### config.mk
export PLATFORM = sky130hd
export DESIGN_NAME = matmul_seq
export DESIGN_NICKNAME = d
export VERILOG_FILES = /design/src/rtl/matmul_seq.sv
export SDC_FILE = /design/constraint.sdc
export NUM_CORES = 1
export LEC_CHECK = 0
export CAP_MARGIN = 20
export CORE_ASPECT_RATIO = 1.25
export CORE_MARGIN = 2
export CORE_UTILIZATION = 55
export DETAILED_ROUTE_END_ITERATION = 8
export PLACE_DENSITY = 0.77
export SYNTH_ARGS = -nofsm -noshare
export SYNTH_HDL_FRONTEND = slang
export SYNTH_SLANG_ARGS = --single-unit
### constraint.sdc
create_clock -name clk -period 11.7 [get_ports clk]
set_input_delay 1.755 -clock clk [delete_from_list [all_inputs] [get_ports clk]]
set_output_delay 1.755 -clock clk [all_outputs]
set_load 0.005 [all_outputs]
### src/rtl/matmul_seq.sv
// matmul_seq: multi-cycle sequencer for the 2x2 matrix-multiply instruction.
// While the MEM stage holds a matrix-mult op, this block owns the data-memory
// port and stalls the pipeline. It loads A and B (eight reads), computes
// C = A x B one element per cycle with DATA_W-bit wrap, writes C back
// (four writes), then pulses done for one cycle and hands the port back.
// All loads happen before any store, so C may overlap A or B.
module matmul_seq #(
   parameter int DATA_W = 8,
   parameter int ADDR_W = 8
) (
   input  logic              clk,
   input  logic              reset,
   input  logic              start,
   input  logic [ADDR_W-1:0] a_base,
   input  logic [ADDR_W-1:0] b_base,
   input  logic [ADDR_W-1:0] c_base,
   input  logic [DATA_W-1:0] mem_rdata,
   output logic              mem_sel,
   output logic [ADDR_W-1:0] mem_addr,
   output logic [DATA_W-1:0] mem_wdata,
   output logic              mem_we,
   output logic              stall,
   output logic              busy,
   output logic              done
);

   typedef enum logic [2:0] {
      S_IDLE  = 3'd0,
      S_LOAD  = 3'd1,
      S_CALC  = 3'd2,
      S_STORE = 3'd3,
      S_DONE  = 3'd4
   } state_t;

   state_t            state_q, state_d;
   logic [2:0]        cnt_q, cnt_d;
   logic [ADDR_W-1:0] aBase_q, aBase_d;
   logic [ADDR_W-1:0] bBase_q, bBase_d;
   logic [ADDR_W-1:0] cBase_q, cBase_d;

   // Operands: index 0..3 = a00,a01,a10,a11 ; 4..7 = b00,b01,b10,b11
   logic [DATA_W-1:0] opnd_q [0:7];
   logic [DATA_W-1:0] opnd_d [0:7];
   // Results: c00,c01,c10,c11
   logic [DATA_W-1:0] res_q [0:3];
   logic [DATA_W-1:0] res_d [0:3];

   logic [1:0]        jIdx;
   logic [DATA_W-1:0] aRow0, aRow1, bCol0, bCol1;
   logic [DATA_W-1:0] prod0, prod1, elemSum;

   // Dot product for result element j = 2i+c, truncated to DATA_W bits.
   always_comb begin
      jIdx    = cnt_q[1:0];
      aRow0   = opnd_q[{1'b0, jIdx[1], 1'b0}];
      aRow1   = opnd_q[{1'b0, jIdx[1], 1'b1}];
      bCol0   = opnd_q[{2'b10, jIdx[0]}];
      bCol1   = opnd_q[{2'b11, jIdx[0]}];
      prod0   = aRow0 * bCol0;
      prod1   = aRow1 * bCol1;
      elemSum = prod0 + prod1;
   end

   // Next-state logic: sequencing counter, operand capture and result update.
   always_comb begin
      state_d = state_q;
      cnt_d   = cnt_q;
      aBase_d = aBase_q;
      bBase_d = bBase_q;
      cBase_d = cBase_q;
      opnd_d  = opnd_q;
      res_d   = res_q;
      unique case (state_q)
         S_IDLE: begin
            if (start) begin
               aBase_d = a_base;
               bBase_d = b_base;
               cBase_d = c_base;
               cnt_d   = 3'd0;
               state_d = S_LOAD;
            end
         end
         S_LOAD: begin
            opnd_d[cnt_q] = mem_rdata;
            if (cnt_q == 3'd7) begin
               cnt_d   = 3'd0;
               state_d = S_CALC;
            end else begin
               cnt_d = cnt_q + 3'd1;
            end
         end
         S_CALC: begin
            res_d[jIdx] = elemSum;
            if (cnt_q == 3'd3) begin
               cnt_d   = 3'd0;
               state_d = S_STORE;
            end else begin
               cnt_d = cnt_q + 3'd1;
            end
         end
         S_STORE: begin
            if (cnt_q == 3'd3) begin
               cnt_d   = 3'd0;
               state_d = S_DONE;
            end else begin
               cnt_d = cnt_q + 3'd1;
            end
         end
         S_DONE: begin
            // A still-high start must not retrigger here.
            cnt_d   = 3'd0;
            state_d = S_IDLE;
         end
         default: begin
            cnt_d   = 3'd0;
            state_d = S_IDLE;
         end
      endcase
   end

   // State, counter, latched bases and data registers; async active-low clear.
   always_ff @(posedge clk or negedge reset) begin
      if (!reset) begin
         state_q <= S_IDLE;
         cnt_q   <= 3'd0;
         aBase_q <= '0;
         bBase_q <= '0;
         cBase_q <= '0;
         opnd_q  <= '{default: '0};
         res_q   <= '{default: '0};
      end else begin
         state_q <= state_d;
         cnt_q   <= cnt_d;
         aBase_q <= aBase_d;
         bBase_q <= bBase_d;
         cBase_q <= cBase_d;
         opnd_q  <= opnd_d;
         res_q   <= res_d;
      end
   end

   // Memory-port decode from registered state only; address/data forced to 0
   // whenever the port is not owned. stall is the sole start-to-output path
   // and is gated by reset so every output is 0 while reset is asserted.
   always_comb begin
      mem_sel   = 1'b0;
      mem_we    = 1'b0;
      mem_addr  = '0;
      mem_wdata = '0;
      busy      = (state_q != S_IDLE);
      done      = (state_q == S_DONE);
      stall     = 1'b0;
      unique case (state_q)
         S_IDLE: begin
            stall = start & reset;
         end
         S_LOAD: begin
            mem_sel = 1'b1;
            stall   = 1'b1;
            if (!cnt_q[2]) begin
               mem_addr = aBase_q + ADDR_W'(cnt_q[1:0]);
            end else begin
               mem_addr = bBase_q + ADDR_W'(cnt_q[1:0]);
            end
         end
         S_CALC: begin
            stall = 1'b1;
         end
         S_STORE: begin
            mem_sel   = 1'b1;
            mem_we    = 1'b1;
            stall     = 1'b1;
            mem_addr  = cBase_q + ADDR_W'(cnt_q[1:0]);
            mem_wdata = res_q[cnt_q[1:0]];
         end
         S_DONE: begin
            stall = 1'b0;
         end
         default: begin
            stall = 1'b0;
         end
      endcase
   end

endmodule

==> results.cfg, run 1 <==
[status]
status = completed

[grt]
grt_pass1_wl_um = 27000
grt_usage_pct = 24.1
grt_pass1_vias = 5434
grt_max_degree = 82
antenna_found_initial = 0
gr-total-overflow = 0

[floorplan]
chipWidth_um = 110
boundaryPins = 56
core_area_mm2 = 0.0138
die_y_um = 137
start_util_pct = 56.2
die_area_mm2 = 0.0150
rows = 48

[timing]
rsz0062_at_grt = no
finalSetupViolCount = 0
tightest_slew_ns = 0.959
max_freq_mhz = 162
drv_slew = 0
fin_worst_skew_ns = 0.0135
tns_ns = 0
timing.final.crit_share_pct = 52.8
period_needed_ns = 6.18
hold_violations = 0
slew_headroom_pct = 35.9

[cts]
cts_tree = built
cts_buffers = 17
cts-root-buf = clkbuf_16
cts_setup_buffers = 0
clk-insertion-delay-late_ns = 0.43
cts_buffer_depth = 2
ctsHoldBuffers = 0
clkSinkCount = 126
cts_resized = 0
clk_pin_slew_ns = 0.05
htreeDepth = 4

[synthesis]
synth_area_leader_cell = dfrtp_1
yosysWarnings = 0
yosys-top-cells-area = dfrtp_1, mux2_2, fa_1
avgSynthCellArea_um2 = 11.6
netlist_instances = 669
syn_area_mm2 = 0.00773
ys_types = 37
synth_nets = 780
synthArstFlopShare_pct = 100
synth-edff-count = 0
ys_ff_latch = 126
yosys_most_used_dff = dfrtp_1
seq_area_frac_synth_pct = 40.8
yosys.area.top_type_share_pct = 40.8

[routing]
first_pass_iters = 5
num_vias = 5147
route.detailed.drc = 0
wl_um = 16700
ant_nets = 0
wl_per_cell_um = 18.3
drt_iter0_drc = 287
via_per_inst = 5.64

[worst_setup_path]
slowest_delay_ns = 0.98
reg2reg_slack_ns = 5.52
cp.required_ns = 12.04
cp_slowest_cell = dfrtp_2
cp_top_family = adder cells
path_max_fanout = 33
reg2reg_from = cnt_q[0]
arrival_ns = 6.51
worstSetupEndpoint = res_q[15]
path_common_cell = fa_1
cp.depth = 17
crit_buf_inv = 3
reg2reg_depth = 17
crit_type = flop to flop
timing.rr.end = res_q[15]
critical_path.cell_chain = mux2i_1 > nor2_1 > ha_1 > inv_1 > fa_1 > fa_1 > fa_1 > fa_1 > fa_1 > inv_1 > ha_1 > inv_1 > o21bai_1 > a21oi_1 > xnor2_1 > xnor3_1 > o21ai_1
crit_path_start_kind = flop
end_kind = flop
crit_start = cnt_q[0]

[cells_and_area]
final_common_cell = dfrtp_1
num_antenna_cells = 0
final_nets = 835
layout_common_cells = dfrtp_1, mux2_2, nor2_1
drive_above_1_share_pct = 23.2
syn_to_final_growth_pct = 16.8

[placed_design]
io_buffers = 55
dp_hpwl_um = 12100
gp_congestion = 0.872

[worst_hold_path]
hold_class = flop to flop
hold_path.startpoint = res_q[7]

[flow_run]
cap_violations = 0
[cell type report]
class                   count  area [um2]
multi-input cells         467        4250
fillers                  1042        4720
clock inverters            14         158
flip-flops and latches    126        3150
inverters                  53         199
clock buffers              18         429
repair buffers             59         618
well taps                 175         219
[cell usage after synthesis, drive strengths merged (2+ instances only)]
library cell	count
o21ai	23
mux4	8
nor2b	8
or2	8
xnor2	27
dfrtp	126
nor2	73
and3	4
inv	53
mux2i	36
nor3	6
mux2	114
nand2b	2
fa	32
ha	44
nand2	51
clkbuf	18
buf	5
a21oi	9
xor2	9
[cells by family (layout without fill, tap and decap cells)]
group                      after synthesis  in the layout  share of synthesized area (%)
DFF                                    126            126                           40.8
AOI/OAI and AO/OA                       40             40                           2.87
xor gates and xnor gates                37             37                           4.47
buffers and inverters                   76            144                           4.22
and+or+nand+nor                        156            156                           8.55
adders and majority gates               76             76                           15.4
muxes                                  158            158                           23.7
[layer usage]
metal  wire length (um)  global-route usage [%]  vias up
met4                419                    9.63        0
met5                  0                       0        -
met1               6870                    30.0     2624
met3                566                    4.48       35
li1                   -                       -     2352
met2               8810                    41.2      136
[per-stage QoR]
step	std cells	setup slack, ns	hold slack (ns)	util [%]	cell area, um2
floorplan	669	5.89	0.445	-	7730
global placement	878	5.78	0.457	61.0	8390
detailed placement	878	5.57	0.470	61.0	8390
CTS	910	5.58	0.490	65.3	8970
global route	912	5.24	0.513	65.7	9030
finish	912	5.52	0.489	65.7	9030
[worst min-delay path by stage]
stage	end	slack, ns	depth (start not counted)
global placement	res_q[4]	0.46	2
floorplan	res_q[12]	0.44	2
CTS	res_q[6]	0.49	2
finish	res_q[7]	0.49	2
detailed placement	res_q[7]	0.47	2
global route	opnd_q[32]	0.51	1
[sequential cells by signal, indices dropped and copies added (netlist names)]
register / cells
cBase_q: 8
cnt_q: 3
state_q: 3
bBase_q: 8
opnd_q: 64
aBase_q: 8
res_q: 32
[worst min-delay path, delay by kind of cell (launching register included)]
| kind | cells | cell delay, ns |
|---|---|---|
| and+or+nand+nor | 1 | 0.05 |
| AOI/OAI and AO/OA | 1 | 0.06 |
| DFF | 1 | 0.34 |
Power of run 1 is not shown: default switching activity piles up to over one toggle a cycle in this logic, so the estimate is an artifact.
==> run 2, diff against run 1 <==
- clock period: 11.7 -> 5.9 ns (I/O delays scaled with it)
==> run 2 against run 1 <==
  * Maximum frequency rose by 10%
  * Flip-flop and latch count unchanged
  * Cell count increased by 1.4%
  * Cell area rose by 0.32%
  * Largest cell class unchanged
  * Sequential share of layout area down 0.083 points
==> results.cfg, run 2 (same netlist as run 1, synthesis figures left out) <==
[status]
status = completed

[worst_setup_path]
reg2reg_slack_ns = 0.31
cp.required_ns = 6.24
crit_start = cnt_q[0]
reg2reg_depth = 16
reg2reg_from = cnt_q[0]
arrival_ns = 5.93
path_max_fanout = 18
end_kind = flop
timing.rr.end = res_q[23]
crit_path_start_kind = flop
crit_type = flop to flop

[cts]
cts-root-buf = clkbuf_16
clk-insertion-delay-late_ns = 0.42
cts_buffer_depth = 2
htreeDepth = 4
clkSinkCount = 126
cts_tree = built
cts_setup_buffers = 0
clk_pin_slew_ns = 0.06
cts_buffers = 17

[timing]
fin_worst_skew_ns = 0.00970
hold_violations = 0
max_freq_mhz = 179
tns_ns = 0
drv_slew = 0
tightest_slew_ns = 0.935
timing.final.crit_share_pct = 94.8
slew_headroom_pct = 37.7
period_needed_ns = 5.59
rsz0062_at_grt = no
finalSetupViolCount = 0

[placed_design]
dp_hpwl_um = 12500
gp_congestion = 0.945
io_buffers = 55
place_inst = 892

[grt]
grt_max_degree = 77
gr-total-overflow = 0
met2_usage_pct = 41.5
met3_usage_pct = 4.76
grt_pass1_vias = 5398
grt_usage_pct = 24.0
use_met1_pct = 28.8
antenna_found_initial = 0
grt_pass1_wl_um = 26900
top_usage_layer = met2

[floorplan]
die_y_um = 137
die_area_mm2 = 0.0150
core_area_mm2 = 0.0138
rows = 48
chipWidth_um = 110
start_util_pct = 56.2
boundaryPins = 56

[routing]
drt_iter0_drc = 250
first_pass_iters = 4
num_vias = 5136
via_per_inst = 5.55
wl_um = 16600
ant_nets = 0
wl_per_cell_um = 18.0
route.detailed.drc = 0

[cells_and_area]
drive_above_1_share_pct = 24.5
reg_top3 = opnd_q (64), res_q (32)
finalNonFillerCells = 925
largest_register_ffs = 64
final_nets = 848
syn_to_final_growth_pct = 17.2
largest-register = opnd_q
layout_common_cells = dfrtp_1, mux2_2, nor2_1
num_antenna_cells = 0
final_common_cell = dfrtp_1

[worst_hold_path]
holdPathEnd = res_q[6]
hold_path.startpoint = res_q[6]
min_path_cells = 2
hold_class = flop to flop

[flow_run]
cap_violations = 0
run 2: cell types whose count changed in the layout (fill, tap and decap cells not counted), sizes merged:
cell,change
buf,+13
bufinv,-2
clkinv,+2
clkbuf,+1
inv,-1
run 2: worst max-delay path, stage by stage (launching register included):
cell	delay, ns
dfrtp_4	0.61
mux2i_1	0.19
or2_2	0.31
fa_1	0.51
fa_1	0.53
fa_1	0.51
inv_1	0.05
fa_1	0.46
fa_1	0.54
inv_1	0.06
fa_1	0.53
inv_1	0.04
ha_1	0.32
a21oi_1	0.19
xnor2_1	0.17
xnor3_1	0.31
o21ai_1	0.16
run 2: cell type report:
class / instances / area (um2)
fillers: 1033 / 4690
multi-input cells: 467 / 4250
flip-flops and latches: 126 / 3160
repair buffers: 72 / 679
clock buffers: 19 / 443
well taps: 175 / 219
inverters: 53 / 199
clock inverters: 13 / 109
run 2: worst max path at each step:
stage / end / slack [ns] / cells after the start
after detailed placement: res_q[23] / 0.22 / 17
after CTS: res_q[23] / 0.18 / 16
after global placement: res_q[23] / 0.38 / 17
after global routing: res_q[23] / 0.03 / 17
after floorplan: res_q[23] / 0.09 / 20
final: res_q[23] / 0.31 / 16
run 2: timing repair:
action	4_1_cts	5_1_grt
gates resized for setup	0	1
hold buffers	0	0
setup endpoints to repair	0	4
run 2: stage by stage:
stage / utilization, % / hold slack (ns) / cell area [um2] / setup slack, ns
6_report: 65.9 / 0.478 / 9060 / 0.308
3_3_place_gp: 61.8 / 0.456 / 8490 / 0.378
2_1_floorplan: - / 0.445 / 7730 / 0.0888
3_5_place_dp: 61.8 / 0.467 / 8490 / 0.225
4_1_cts: 65.8 / 0.479 / 9040 / 0.183
5_1_grt: 65.9 / 0.500 / 9060 / 0.0273
run 2: per-layer routing:
metal,vias to the layer above,wire length [um]
met5,-,0
met4,0,401
met3,29,462
met2,88,8840
met1,2633,6910
li1,2386,-
Power of run 2 is left out for the same reason.
==> run 3, diff against run 2 <==
- CORE_MARGIN: 2 -> 3
- CORE_UTILIZATION: 55 -> 40
- PLACE_DENSITY: 0.77 -> 0.6
==> run 3 against run 2 <==
  * First-iteration DRC count shrank 6.4%
  * Global-route usage is 6.5 points lower
  * Core utilization shrank 17 points
  * Clock skew fell by 0.0027 ns
  * Critical endpoint unchanged
  * Non-clock buffer count unchanged
  * Sequential share of layout area decreased by 0.62 points
  * Via count is 2.7% lower
==> results.cfg, run 3 (same netlist as run 1, synthesis figures left out) <==
[worst_setup_path]
path_common_cell = fa_1
arrival_ns = 5.91
path_max_fanout = 15
critical_path.cell_chain = mux2i_1 > or2_2 > fa_1 > fa_1 > fa_1 > inv_1 > fa_1 > fa_1 > inv_1 > fa_1 > xnor2_1 > xnor2_1 > xnor2_1 > xnor2_1 > xnor2_1 > xnor3_1 > o21ai_1
crit_path_start_kind = flop
crit_type = flop to flop
slowest_delay_ns = 0.64
cp_slowest_cell = dfrtp_2
end_kind = flop
cp.required_ns = 6.22

[cells_and_area]
multi_input_area_mm2 = 0.00425
nFillCells = 1685
reg_top3 = opnd_q (64), res_q (32)
final-seq-area_mm2 = 0.00315
final_nets = 848
largest_register_ffs = 64
post-route-util_pct = 48.9
final_common_cell = dfrtp_1
drive_above_1_share_pct = 24.6
syn_to_final_growth_pct = 19.2
largest-register = opnd_q
design_area_mm2 = 0.00922
layout_common_cells = dfrtp_1, mux2_2, nor2_1
num_antenna_cells = 0

[timing]
finalSetupViolCount = 0
period_needed_ns = 5.59
max_freq_mhz = 179
rsz0062_at_grt = no
setup_slack_ns = 0.314
hold_violations = 0
tightest_slew_ns = 0.858
tns_ns = 0
drv_slew = 0
slew_headroom_pct = 42.8
timing.final.crit_share_pct = 94.7
fin_worst_skew_ns = 0.00702

[cts]
clk_pin_slew_ns = 0.06
clk-insertion-delay-late_ns = 0.41
cts_resized = 0
htreeDepth = 4
cts_buffers = 17
ctsHoldBuffers = 0
cts_buffer_depth = 2
cts-root-buf = clkbuf_16
cts_setup_buffers = 0
clkSinkCount = 126
cts_tree = built

[grt]
antenna_found_initial = 0
grt_pass1_wl_um = 28300
grt_usage_pct = 17.4
gr-total-overflow = 0
grt_pass1_vias = 5457
grt_max_degree = 68

[routing]
first_pass_iters = 4
met2WireLength_um = 8420
wl_per_cell_um = 17.4
wl_um = 17000
ant_nets = 0
drt_iter0_drc = 234
via_per_inst = 5.09
m1WireLength_um = 7660
num_vias = 4995
route.met3.wl_um = 516
route.detailed.drc = 0
top_layer = met4

[placed_design]
dpl_cell_area_mm2 = 0.00858
dp_hpwl_um = 13000
gp_congestion = 0.914
dp_worst_setup_slack_ns = 0.317
io_buffers = 55

[floorplan]
die_area_mm2 = 0.0210
start_util_pct = 41.0
boundaryPins = 56
core_area_mm2 = 0.0188
rows = 56
chipWidth_um = 130
die_y_um = 161

[flow_run]
cap_violations = 0

[status]
status = completed

[worst_hold_path]
hold_class = flop to flop
run 3: changes by cell type in the layout (fill, tap and decap cells not counted):
cell,previous run,this run
clkbuf_8,1,3
buf_6,1,0
clkinvlp_4,3,2
clkinv_2,1,0
clkbuf_1,1,0
inv_6,4,2
buf_4,17,16
dfrtp_2,0,1
buf_8,0,1
dfrtp_4,1,0
inv_8,1,0
bufinv_16,0,3
buf_12,0,1
run 3: critical path, delay by kind of cell, from the launching register on:
kind / cells / cell delay [ns]
DFF: 1 / 0.64
adders and majority gates: 6 / 2.91
AOI/OAI and AO/OA: 1 / 0.16
xor gates and xnor gates: 6 / 1.09
muxes: 1 / 0.23
buffers and inverters: 2 / 0.10
and+or+nand+nor: 1 / 0.35
run 3: path summary, 6_finish.rpt:
path	start	to	slack [ns]	depth (start not counted)
worst min register to register	res_q[4]	res_q[4]	0.48	2
worst max-delay path	cnt_q[0]	res_q[23]	0.31	17
max in group asynchronous	reset	res_q[30]	4.00	2
min in group asynchronous	reset	opnd_q[40]	0.57	1
worst min-delay path	res_q[4]	res_q[4]	0.48	2
worst max register to register	cnt_q[0]	res_q[23]	0.31	17
run 3: metrics by stage:
stage	hold WS (ns)	std cells
2_1_floorplan	0.445	669
3_3_place_gp	0.457	949
3_5_place_dp	0.470	949
4_1_cts	0.482	980
5_1_grt	0.503	981
6_report	0.479	981
run 3: area by class of cell:
cell class / count / area share, %
inverter: 53 / 2.16
clock buffer: 20 / 5.06
tap: 232 / 3.15
timing repair buffer: 72 / 7.55
multi-input combinational: 467 / 46.1
sequential: 126 / 34.2
clock inverter: 11 / 1.71
run 3: layer usage:
layer | vias to the layer above | track usage, %
li1 | 2381 | -
met1 | 2508 | 22.9
met4 | 0 | 6.59
met5 | - | 0
met3 | 29 | 3.31
met2 | 77 | 28.6
Power of run 3 is left out for the same reason.
